**src/rtl/alu_pkg.sv**
```systemverilog
// Shared types and constants for the ALU arbiter: FUNCT codes, arbiter states,
// datapath widths and the legal-function check.
package alu_pkg;

   localparam int DATA_W  = 8;
   localparam int FUNCT_W = 4;

   typedef enum logic [FUNCT_W-1:0] {
      F_XOR = 4'd0,
      F_LW  = 4'd1,
      F_SW  = 4'd2,
      F_MOV = 4'd3,
      F_PUT = 4'd4,
      F_ADD = 4'd5,
      F_SUB = 4'd6,
      F_SL  = 4'd7,
      F_SR  = 4'd8,
      F_INC = 4'd9,
      F_DEC = 4'd10,
      F_AND = 4'd11
   } funct_e;

   typedef enum logic [1:0] {
      IDLE  = 2'd0,
      LOCK0 = 2'd1,
      LOCK1 = 2'd2
   } arb_state_e;

   // Codes past AND are unassigned in the ALU.
   function automatic logic is_legal_funct(input logic [FUNCT_W-1:0] funct);
      return funct <= FUNCT_W'(F_AND);
   endfunction

endpackage

```
**src/rtl/alu_rsp_slot.sv**
```systemverilog
// Single-entry response register: load wins over drain, drain clears only valid
// so data/err hold their last value.
module alu_rsp_slot
   import alu_pkg::*;
(
   input  logic              clk,
   input  logic              rst_n,
   input  logic              load,
   input  logic              drain,
   input  logic [DATA_W-1:0] load_data,
   input  logic              load_err,
   output logic              valid,
   output logic [DATA_W-1:0] data,
   output logic              err
);

   logic              valid_q, valid_d;
   logic [DATA_W-1:0] data_q, data_d;
   logic              err_q, err_d;

   always_comb begin
      valid_d = valid_q;
      data_d  = data_q;
      err_d   = err_q;
      if (load) begin
         valid_d = 1'b1;
         data_d  = load_data;
         err_d   = load_err;
      end else if (drain) begin
         valid_d = 1'b0;
      end
   end

   always_ff @(posedge clk) begin
      if (!rst_n) begin
         valid_q <= 1'b0;
         data_q  <= '0;
         err_q   <= 1'b0;
      end else begin
         valid_q <= valid_d;
         data_q  <= data_d;
         err_q   <= err_d;
      end
   end

   assign valid = valid_q;
   assign data  = data_q;
   assign err   = err_q;

endmodule

```
**src/rtl/alu_arbiter.sv**
```systemverilog
// Round-robin arbiter with bounded lock sharing one combinational ALU between two requesters.
// Define ALU_ARB_ILLEGAL_CHK_EN to flag FUNCT codes above AND and squash them to 0000.
module alu_arbiter
   import alu_pkg::*;
#(
   parameter int LOCK_MAX = 16
) (
   input  logic                        CLK,
   input  logic                        RESET_N,
   input  logic [1:0]                  REQ_VALID,
   output logic [1:0]                  REQ_READY,
   input  logic [1:0]                  REQ_LOCK,
   input  logic [1:0][FUNCT_W-1:0]     REQ_FUNCT,
   input  logic [1:0][DATA_W-1:0]      REQ_A,
   input  logic [1:0][DATA_W-1:0]      REQ_B,
   output logic [1:0]                  RSP_VALID,
   input  logic [1:0]                  RSP_READY,
   output logic [1:0][DATA_W-1:0]      RSP_DATA,
   output logic [1:0]                  RSP_ERR,
   output logic                        ALU_OP,
   output logic [FUNCT_W-1:0]          ALU_FUNCT,
   output logic [DATA_W-1:0]           ALU_A,
   output logic [DATA_W-1:0]           ALU_B,
   input  logic [DATA_W-1:0]           ALU_OUT
);

   localparam logic [7:0] LOCK_LAST = 8'(LOCK_MAX - 1);

   arb_state_e        state_q, state_d;
   logic              rr_q, rr_d;
   logic [7:0]        lock_cnt_q, lock_cnt_d;
   logic [1:0]        slot_free, elig, grant;
   logic              gsel, illegal;
   logic [DATA_W-1:0] rsp_load_data;

   assign slot_free = ~RSP_VALID | RSP_READY;
   assign elig      = REQ_VALID & slot_free;

   always_comb begin
      grant = 2'b00;
      case (state_q)
         IDLE:    grant = (elig == 2'b11) ? (rr_q ? 2'b10 : 2'b01) : elig;
         LOCK0:   grant = {1'b0, elig[0]};
         LOCK1:   grant = {elig[1], 1'b0};
         default: grant = 2'b00;
      endcase
   end

   assign REQ_READY = grant;
   assign gsel      = grant[1];
   assign ALU_OP    = 1'b0;

`ifdef ALU_ARB_ILLEGAL_CHK_EN
   assign illegal = (|grant) && !is_legal_funct(REQ_FUNCT[gsel]);
`else
   assign illegal = 1'b0;
`endif

   always_comb begin
      ALU_FUNCT = '0;
      ALU_A     = '0;
      ALU_B     = '0;
      if (|grant) begin
         ALU_FUNCT = illegal ? '0 : REQ_FUNCT[gsel];
         ALU_A     = REQ_A[gsel];
         ALU_B     = REQ_B[gsel];
      end
   end

   assign rsp_load_data = illegal ? '0 : ALU_OUT;

   always_comb begin
      state_d    = state_q;
      rr_d       = rr_q;
      lock_cnt_d = lock_cnt_q;
      if (|grant) rr_d = ~gsel;
      case (state_q)
         IDLE: begin
            if ((|grant) && REQ_LOCK[gsel]) begin
               state_d    = gsel ? LOCK1 : LOCK0;
               lock_cnt_d = '0;
            end
         end
         LOCK0, LOCK1: begin
            // The lock budget runs on wall-clock cycles, not on accepted ops.
            lock_cnt_d = lock_cnt_q + 8'd1;
            if (lock_cnt_q == LOCK_LAST) begin
               state_d    = IDLE;
               rr_d       = (state_q == LOCK0);
               lock_cnt_d = '0;
            end else if ((|grant) && !REQ_LOCK[gsel]) begin
               state_d    = IDLE;
               lock_cnt_d = '0;
            end
         end
         default: begin
            state_d    = IDLE;
            lock_cnt_d = '0;
         end
      endcase
   end

   always_ff @(posedge CLK) begin
      if (!RESET_N) begin
         state_q    <= IDLE;
         rr_q       <= 1'b0;
         lock_cnt_q <= '0;
      end else begin
         state_q    <= state_d;
         rr_q       <= rr_d;
         lock_cnt_q <= lock_cnt_d;
      end
   end

   for (genvar k = 0; k < 2; k++) begin : g_slot
      alu_rsp_slot u_slot (
         .clk       (CLK),
         .rst_n     (RESET_N),
         .load      (grant[k]),
         .drain     (RSP_READY[k]),
         .load_data (rsp_load_data),
         .load_err  (illegal),
         .valid     (RSP_VALID[k]),
         .data      (RSP_DATA[k]),
         .err       (RSP_ERR[k])
      );
   end

endmodule

```
**config.mk**
```make
export PLATFORM = sky130hd
export DESIGN_NAME = alu_arbiter
export DESIGN_NICKNAME = d
export VERILOG_FILES = /design/src/rtl/alu_pkg.sv /design/src/rtl/alu_rsp_slot.sv /design/src/rtl/alu_arbiter.sv
export SDC_FILE = /design/constraint.sdc
export NUM_CORES = 1
export LEC_CHECK = 0
export ABC_AREA = 0
export CORE_ASPECT_RATIO = 0.6
export CORE_UTILIZATION = 41
export CTS_BUF_LIST = sky130_fd_sc_hd__clkbuf_4
export CTS_CLUSTER_SIZE = 30
export DETAILED_ROUTE_END_ITERATION = 10
export GPL_ROUTABILITY_DRIVEN = 0
export PLACE_DENSITY = 0.88
export SYNTH_ARGS = -nofsm -noshare
export SYNTH_HDL_FRONTEND = slang
export SYNTH_SLANG_ARGS = --single-unit
export TNS_END_PERCENT = 50
```
**constraint.sdc**
```tcl
create_clock -name CLK -period 4.11 [get_ports CLK]
set_input_delay 0.822 -clock CLK [delete_from_list [all_inputs] [get_ports CLK]]
set_output_delay 0.822 -clock CLK [all_outputs]
set_load 0.1 [all_outputs]
```
---- Yosys cells after proc, flatten, opt, wreduce, memory -nomap -nowiden ----
Index checks and enable logic that the tools add are counted.
cells by class
  equal/unequal tests ..................... 6
  bitwise operators ....................... 4
  add/subtract/negate cells ............... 1
  $lt $le $gt $ge ......................... 1
  reduce and logical (&&, ||, !) cells .... 9
  mux-type cells .......................... 30
operators with widths
  cell                 number
  $mux 8               9
  $pmux 8 s2           1
  $mux 2               6
  $mux 4               3
  $mux 1               9
  $add 8x1->8 const B  1
  $eq 8x4->1 const B   1
  $pmux 2 s3           1
  $eq 2x2->1 const B   2
  $pmux 2 s2           1
  $reduce_bool 2->1    2
  $reduce_or 2->1      2
  $ne 3x3->1 const B   1
  $and 2x2->2          1
  $eq 2x1->1 const B   1
  $logic_and 1x1->1    2
  $logic_not 2->1      1
  $lt 1x2->1 const B   1
  $ne 2x2->1 const B   1
  $not 2->2            1
  $or 2x2->2           1
  $reduce_and 2->1     1
  $logic_not 1->1      1
  $not 1->1            1
word-level totals
  bits in registers ....................... 29
  output and inout bits ................... 43
  bits of input ports ..................... 56

---- Longest topological paths before layout ----
  word-level depth ........................ 13
  gate-level depth with buffers ........... 9

---- Cells and area by module ----
A second synthesis with hierarchy kept.
second synthesis, totals
  cells, all modules ...................... 177
  area, all modules ....................... 1680.4 um^2
by module, submodules not included
  module        cells an instance  seq. area each (um^2)  instances  area each (um^2)
  alu_arbiter   115                220.2                  1          937.1
  alu_rsp_slot  31                 200.2                  2          371.6

---- Least setup slack after synthesis ----
Ideal clock, no wire load.
  kind .................................... input -> output
  start ................................... input RSP_READY[0]
  end ..................................... output ALU_A[0]
  data required time ...................... 3288 ps
  path slack .............................. 773 ps
  data arrival time ....................... 2515 ps
  cell stages on the path ................. 5
  cells stage by stage .................... nand2b_1 > o2111ai_1 > a211oi_2 > clkbuf_1 > a22o_1
between the ends
  word-level cells in the longest chain between the ends .. 8
  elaborated cells on any way between the ends .. 9
RTL lines
  what                                        RTL line           RTL
  from (decl)                                 alu_arbiter.sv:17  input logic [1:0] RSP_READY,
  $or 2x2->2 *                                alu_arbiter.sv:36  assign slot_free = ~RSP_VALID | RSP_READY;
  $and 2x2->2 *                               alu_arbiter.sv:37  assign elig = REQ_VALID & slot_free;
  $eq 2x2->1                                  alu_arbiter.sv:42  IDLE: grant = (elig == 2'b11) ? (rr_q ? 2'b10 : 2'b01) : elig;
  $mux 2                                      alu_arbiter.sv:42
  $pmux 2 s3 *                                alu_arbiter.sv:41  case (state_q)
  $mux 8 (implied by the code) (2 in series)  alu_arbiter.sv:65  ALU_A = REQ_A[gsel];
  $mux 8 *                                    alu_arbiter.sv:63  if (|grant) begin
  to (decl)                                   alu_arbiter.sv:22  output logic [DATA_W-1:0] ALU_A,
Every way passes the cells marked *; elsewhere a longest branch is shown, timed or not. The select of a mux whose other input is x is not followed.

---- Worst setup path in the final report ----
  start ................................... input REQ_VALID[1]
  end ..................................... output ALU_B[0]
between the ends
  word-level cells in the longest chain between the ends .. 7
  elaborated cells on any way between the ends .. 8
RTL lines
  what                                        RTL line           RTL
  from (decl)                                 alu_arbiter.sv:10  input logic [1:0] REQ_VALID,
  $and 2x2->2 *                               alu_arbiter.sv:37
  $eq 2x2->1                                  alu_arbiter.sv:42
  $mux 2                                      alu_arbiter.sv:42
  $pmux 2 s3 *                                alu_arbiter.sv:41
  $mux 8 (implied by the code) (2 in series)  alu_arbiter.sv:66  ALU_B = REQ_B[gsel];
  $mux 8 *                                    alu_arbiter.sv:63
  to (decl)                                   alu_arbiter.sv:23  output logic [DATA_W-1:0] ALU_B,
Marked as above.

==> impl_metrics.toml <==
[drt]
vias_per_cell = 5.06
vias = 1656
drc = 0
antenna_left = 0
first_iter_violations = 75
drt_first_pass_iters = 4
post_drt_wl_per_cell_microns = 14.1
wl_microns = 4620

[power_and_ir_drop]
power_density_nw_per_um2 = 823
internal_power_w = 0.00104
p_seq_share_pct = 15.4
ir_worst_vdd_mv = 0.646
pwr-share-clk_pct = 9.6
power.leakage_nw = 1.15
p_sw_w = 0.00132
netSwitchingFraction_pct = 55.9
combinationalPowerShare_pct = 75.0

[yosys]
ys_seq_area_share_pct = 35.9
yosysTopAreaCellShare_pct = 35.9
ys_seq_elements = 29
ys_warn_count = 0
synth_edf_count = 0
yosysTopAreaCell = "dfxtp_1"
synth-main-ff-cell = "dfxtp_1"
async_reset_ff_share_pct = 0
syn_area_sq_um = 1620
ys_top_cells_by_area = "dfxtp_1 (36%), a22o_1 (11%), mux2i_1 (6.8%)"
synthCells = 187
avgSynthCellArea_sq_um = 8.65
ys_types = 36

[sta]
min_period_ns = 3.62
hold_violations = 0
worstMarginPinSlew_ns = 0.996
tns_ns = 0
skew_ns = 0.00823
report.final.slew_viol_count = 0
fmax_mhz = 276
relSlewSlack_pct = 33.4
setup_viol = 0
fin_hold_ws_ns = 0.470
period_share_pct = 88.0
rsz0062_at_grt = "false"

[grt]
antenna_found_initial = 0
grt_pass1_wl_microns = 7530
grt_usage_pct = 22.9
grt_pass1_vias = 1466
grt.overflow.total = 0
grt_max_degree = 25

[die]
rows = 17
fp.dieH_microns = 50.7
ioPinCount = 99
start_util_pct = 43.5
die-area_sq_um = 4210
core_sq_um = 3720
die_w_microns = 83.1

[cts]
holdBufCountCts = 0
post_cts_resize_count = 0
cts_buffers = 5
post-cts-setup-buffers = 0
cts_max_level = 2
clock-sinks = 29
cts_max_path_buffers = 2
cts_tree = "yes"
clkTransAtPathRegs_ns = 0.09
clkLatencyLatePin_ns = 0.32
cts-root-buf = "clkbuf_4"

[layout]
post-route-util_pct = 77.0
final_common_cell = "clkdlybuf4s50_1"
nNetsFinal = 340
area_growth_pct = 77.3
layout_common_cells = "clkdlybuf4s50_1 (73), dfxtp_1 (29), nand2_1 (24)"
design_area_sq_um = 2870
drive_above_1_share_pct = 13.9
n_antenna_cell = 0

[place]
hpwl_microns = 3750
numPortBuffers = 95
placed_area_sq_um = 2790

[hold_path]
hold_class = "reg2reg"

[setup_path]
cp_max_fo = 22
path_cells = "clkdlybuf4s50_1 > inv_1 > nor4_2 > nand2_1 > inv_1 > a22o_1 > buf_12"
cpMostUsedCell = "inv_1"
required_ns = 3.29
path_buf_inv = 4
path_delay_family = "buffers and inverters"
cp_slowest_cell = "clkdlybuf4s50_1"
slowest_delay_ns = 0.49
cp-end-kind = "output port"
start_kind = "primary input"
critPathKind = "in2out"
arrival_ns = 2.79

[run_status]
status = "complete, no violations"

[flow_run]
cap_violations = 0
power by group through the flow:
stage	logic [W]	registers (W)	clock network (W)
5_1_grt	0.00183	0.000370	0.000245
4_1_cts	0.00178	0.000363	0.000232
6_report	0.00177	0.000364	0.000227
2_1_floorplan	0.00101	0.000585	0
3_3_place_gp	0.00176	0.000366	0
3_5_place_dp	0.00177	0.000369	0
cell usage after synthesis, types with 2 or more instances:
cell type,number
nor2b_1,10
nand2b_1,3
a21oi_1,6
clkbuf_1,8
nand2_1,24
nor2_1,6
inv_1,9
mux2i_1,11
a22o_1,20
ha_1,5
or4_1,2
buf_4,7
or3_1,6
nand3_1,6
dfxtp_1,29
a21boi_0,11
o21ai_0,5
final timing paths:
path | start | endpoint | slack (ns) | depth (start not counted)
worst max register to register | state_q[0] | lock_cnt_q[7] | 1.61 | 9
worst min register to register | g_slot[1].u_slot.data[7] | g_slot[1].u_slot.data[7] | 0.47 | 2
worst min-delay path | g_slot[1].u_slot.data[7] | g_slot[1].u_slot.data[7] | 0.47 | 2
worst max-delay path | REQ_VALID[1] | ALU_B[0] | 0.49 | 7
sequential cells by signal, summed over array words and instances, names as in the netlist:
signal and count:
rr_q 1, g_slot.u_slot.valid 2, lock_cnt_q 8, g_slot.u_slot.data 16, state_q 2
per-stage QoR:
step	setup slack, ns	instances	power (W)
6_report	0.493	327	0.00236
3_3_place_gp	0.532	319	0.00213
2_1_floorplan	0.773	189	0.00160
4_1_cts	0.486	327	0.00237
3_5_place_dp	0.499	319	0.00214
5_1_grt	0.316	327	0.00245
worst reg2reg max path: stages, from the launching register on:
cell      delay [ns]
dfxtp_1         0.35
inv_1           0.09
ha_1            0.29
nor2_1          0.12
nor4_2          0.21
a211oi_2        0.11
buf_4           0.21
a21oi_2         0.53
o221ai_2        0.30
a21oi_1         0.21
final cells by class:
| cell class | count | area, sq um |
|---|---|---|
| repair buffers | 100 | 1200 |
| multi-input cells | 134 | 920 |
| fillers | 249 | 855 |
| flip-flops and latches | 29 | 581 |
| well taps | 47 | 58.8 |
| clock buffers | 6 | 45.0 |
| clock inverters | 2 | 33.8 |
| inverters | 9 | 33.8 |
per-layer routing:
metal	GRT usage, %	vias up	part of all wire [%]
li1	-	842	-
met1	33.5	738	52
met2	33.2	71	40
met3	5.26	5	6.1
met4	6.61	0	1.1
met5	0	-	0
cell families (layout without fill, tap and decap cells):
family / Yosys count / count (layout) / synth area share [%]
other cells: 1 / 3 / 0.232
buf+inv: 26 / 117 / 7.73
compound gates: 53 / 53 / 26.0
mux: 11 / 11 / 6.81
xor+xnor: 1 / 1 / 0.541
flops: 29 / 29 / 35.9
fa+ha+maj: 5 / 5 / 3.87
simple gates: 61 / 61 / 18.9
Power figures use the tool's default switching activity.
==> patch, RTL diff (same settings) <==
Re-encode `arb_state_e` (3 states) as one-hot, 3 bits wide.
--- a/src/rtl/alu_pkg.sv
+++ b/src/rtl/alu_pkg.sv
@@ -20,10 +20,10 @@
       F_AND = 4'd11
    } funct_e;
 
-   typedef enum logic [1:0] {
-      IDLE  = 2'd0,
-      LOCK0 = 2'd1,
-      LOCK1 = 2'd2
+   typedef enum logic [2:0] {
+      IDLE  = 3'b001,
+      LOCK0 = 3'b010,
+      LOCK1 = 3'b100
    } arb_state_e;
 
    // Codes past AND are unassigned in the ALU.
Behaviour: same outputs for any inputs over 10 cycles, from zero or initial values and one cycle with RESET_N low; not proved beyond that.
==> patch against the unedited design <==
Sequential cell count rose by 1. Wire length rose by 5.5%. Setup slack improved by 0.090 ns. Largest power group unchanged. Via count fell by 2.0%. Highest routed layer unchanged. Die area rose by 3.8%. The run now ends with DRC left. Largest cell class unchanged. Power fell by 31%. Area after synthesis rose by 3.9%. Final area rose by 0.13%.
==> patch: results (changes against the unedited design) <==
| Metric | Value |
|---|---|
| Max VDD drop | `0.382 mV (-41%)` |
| Drt pass-1 iters | `9 (+5)` |
| Failing checks | `DRC` |
| Internal Pwr Total | `0.000759 W (-27%)` |
| Reg2reg path depth | `7 (-2)` |
| Starting DRT DRC Count | `145 (+93%)` |
| Clk pwr share | `0.105 (+0.009)` |
| DP Wirelength | `3790 µm (+1.0%)` |
| Post-DP Area | `2820 µm² (+1.0%)` |
| WP data arrival | `2.70 ns (-0.09 ns)` |
| Max-slew headroom | `0.331 (-0.00357)` |
| Nets | `321 (-5.6%)` |
| Critical Path End | `ALU_A[0]` |
| WL per Instance | `15.6 µm (+11%)` |
| Reg-to-reg slack, setup | `2.18 ns (+0.57 ns)` |
| Status | `finished, violations left` |
| Sequential group power | `0.000351 W (-4%)` |
| Beginning of the critical path | `RSP_READY[0]` |
| Vias in the first global route | `1,569 (+7.0%)` |
| Synth top cells by count | `dfxtp_1 (30), a22o_1 (20), nor2b_1 (18), mux2i_1 (17), nor2_1 (11)` |
| Lkg Pwr | `1.11 nW (-3.6%)` |
| DR DRC count | `4 (+4)` |
| Vias per cell | `5.20 (+2.7%)` |
| Hold_sp | `lock_cnt_q[1]` |
| GRT Total Usage | `0.233 (+0.00445)` |
| Final setup margin | `0.583 ns (+0.0901 ns)` |
[patch: cells by family after synthesis]
kind of cell | synth area share
buffers and inverters | 0.0774
DFF | 0.357
other | 0.00223
adders and majority gates | 0.00744
xor gates and xnor gates | 0.0417
and+or+nand+nor | 0.189
AOI/OAI and AO/OA | 0.223
muxes | 0.101
[patch: tightest hold or removal path, cell delays in order (launching register included)]
cell and delay (ns):
dfxtp_1 0.33, nand2_1 0.07, a21oi_2 0.05
[patch: routing by layer]
metal	global-route usage	part of all wire	vias to the layer above
met2	0.377	0.47	60
li1	-	-	799
met1	0.306	0.45	755
met4	0.0650	0.013	0
met5	0	0	-
met3	0.0698	0.072	9
[patch: final cells by class]
cell class | instances | area share
Timing Repair Buffer | 97 | 0.413
Inverter | 4 | 0.00523
Clock inverter | 3 | 0.00566
Sequential cell | 30 | 0.209
Multi-Input combinational cell | 126 | 0.333
Clock buffer | 5 | 0.0131
Tap cell | 47 | 0.0205
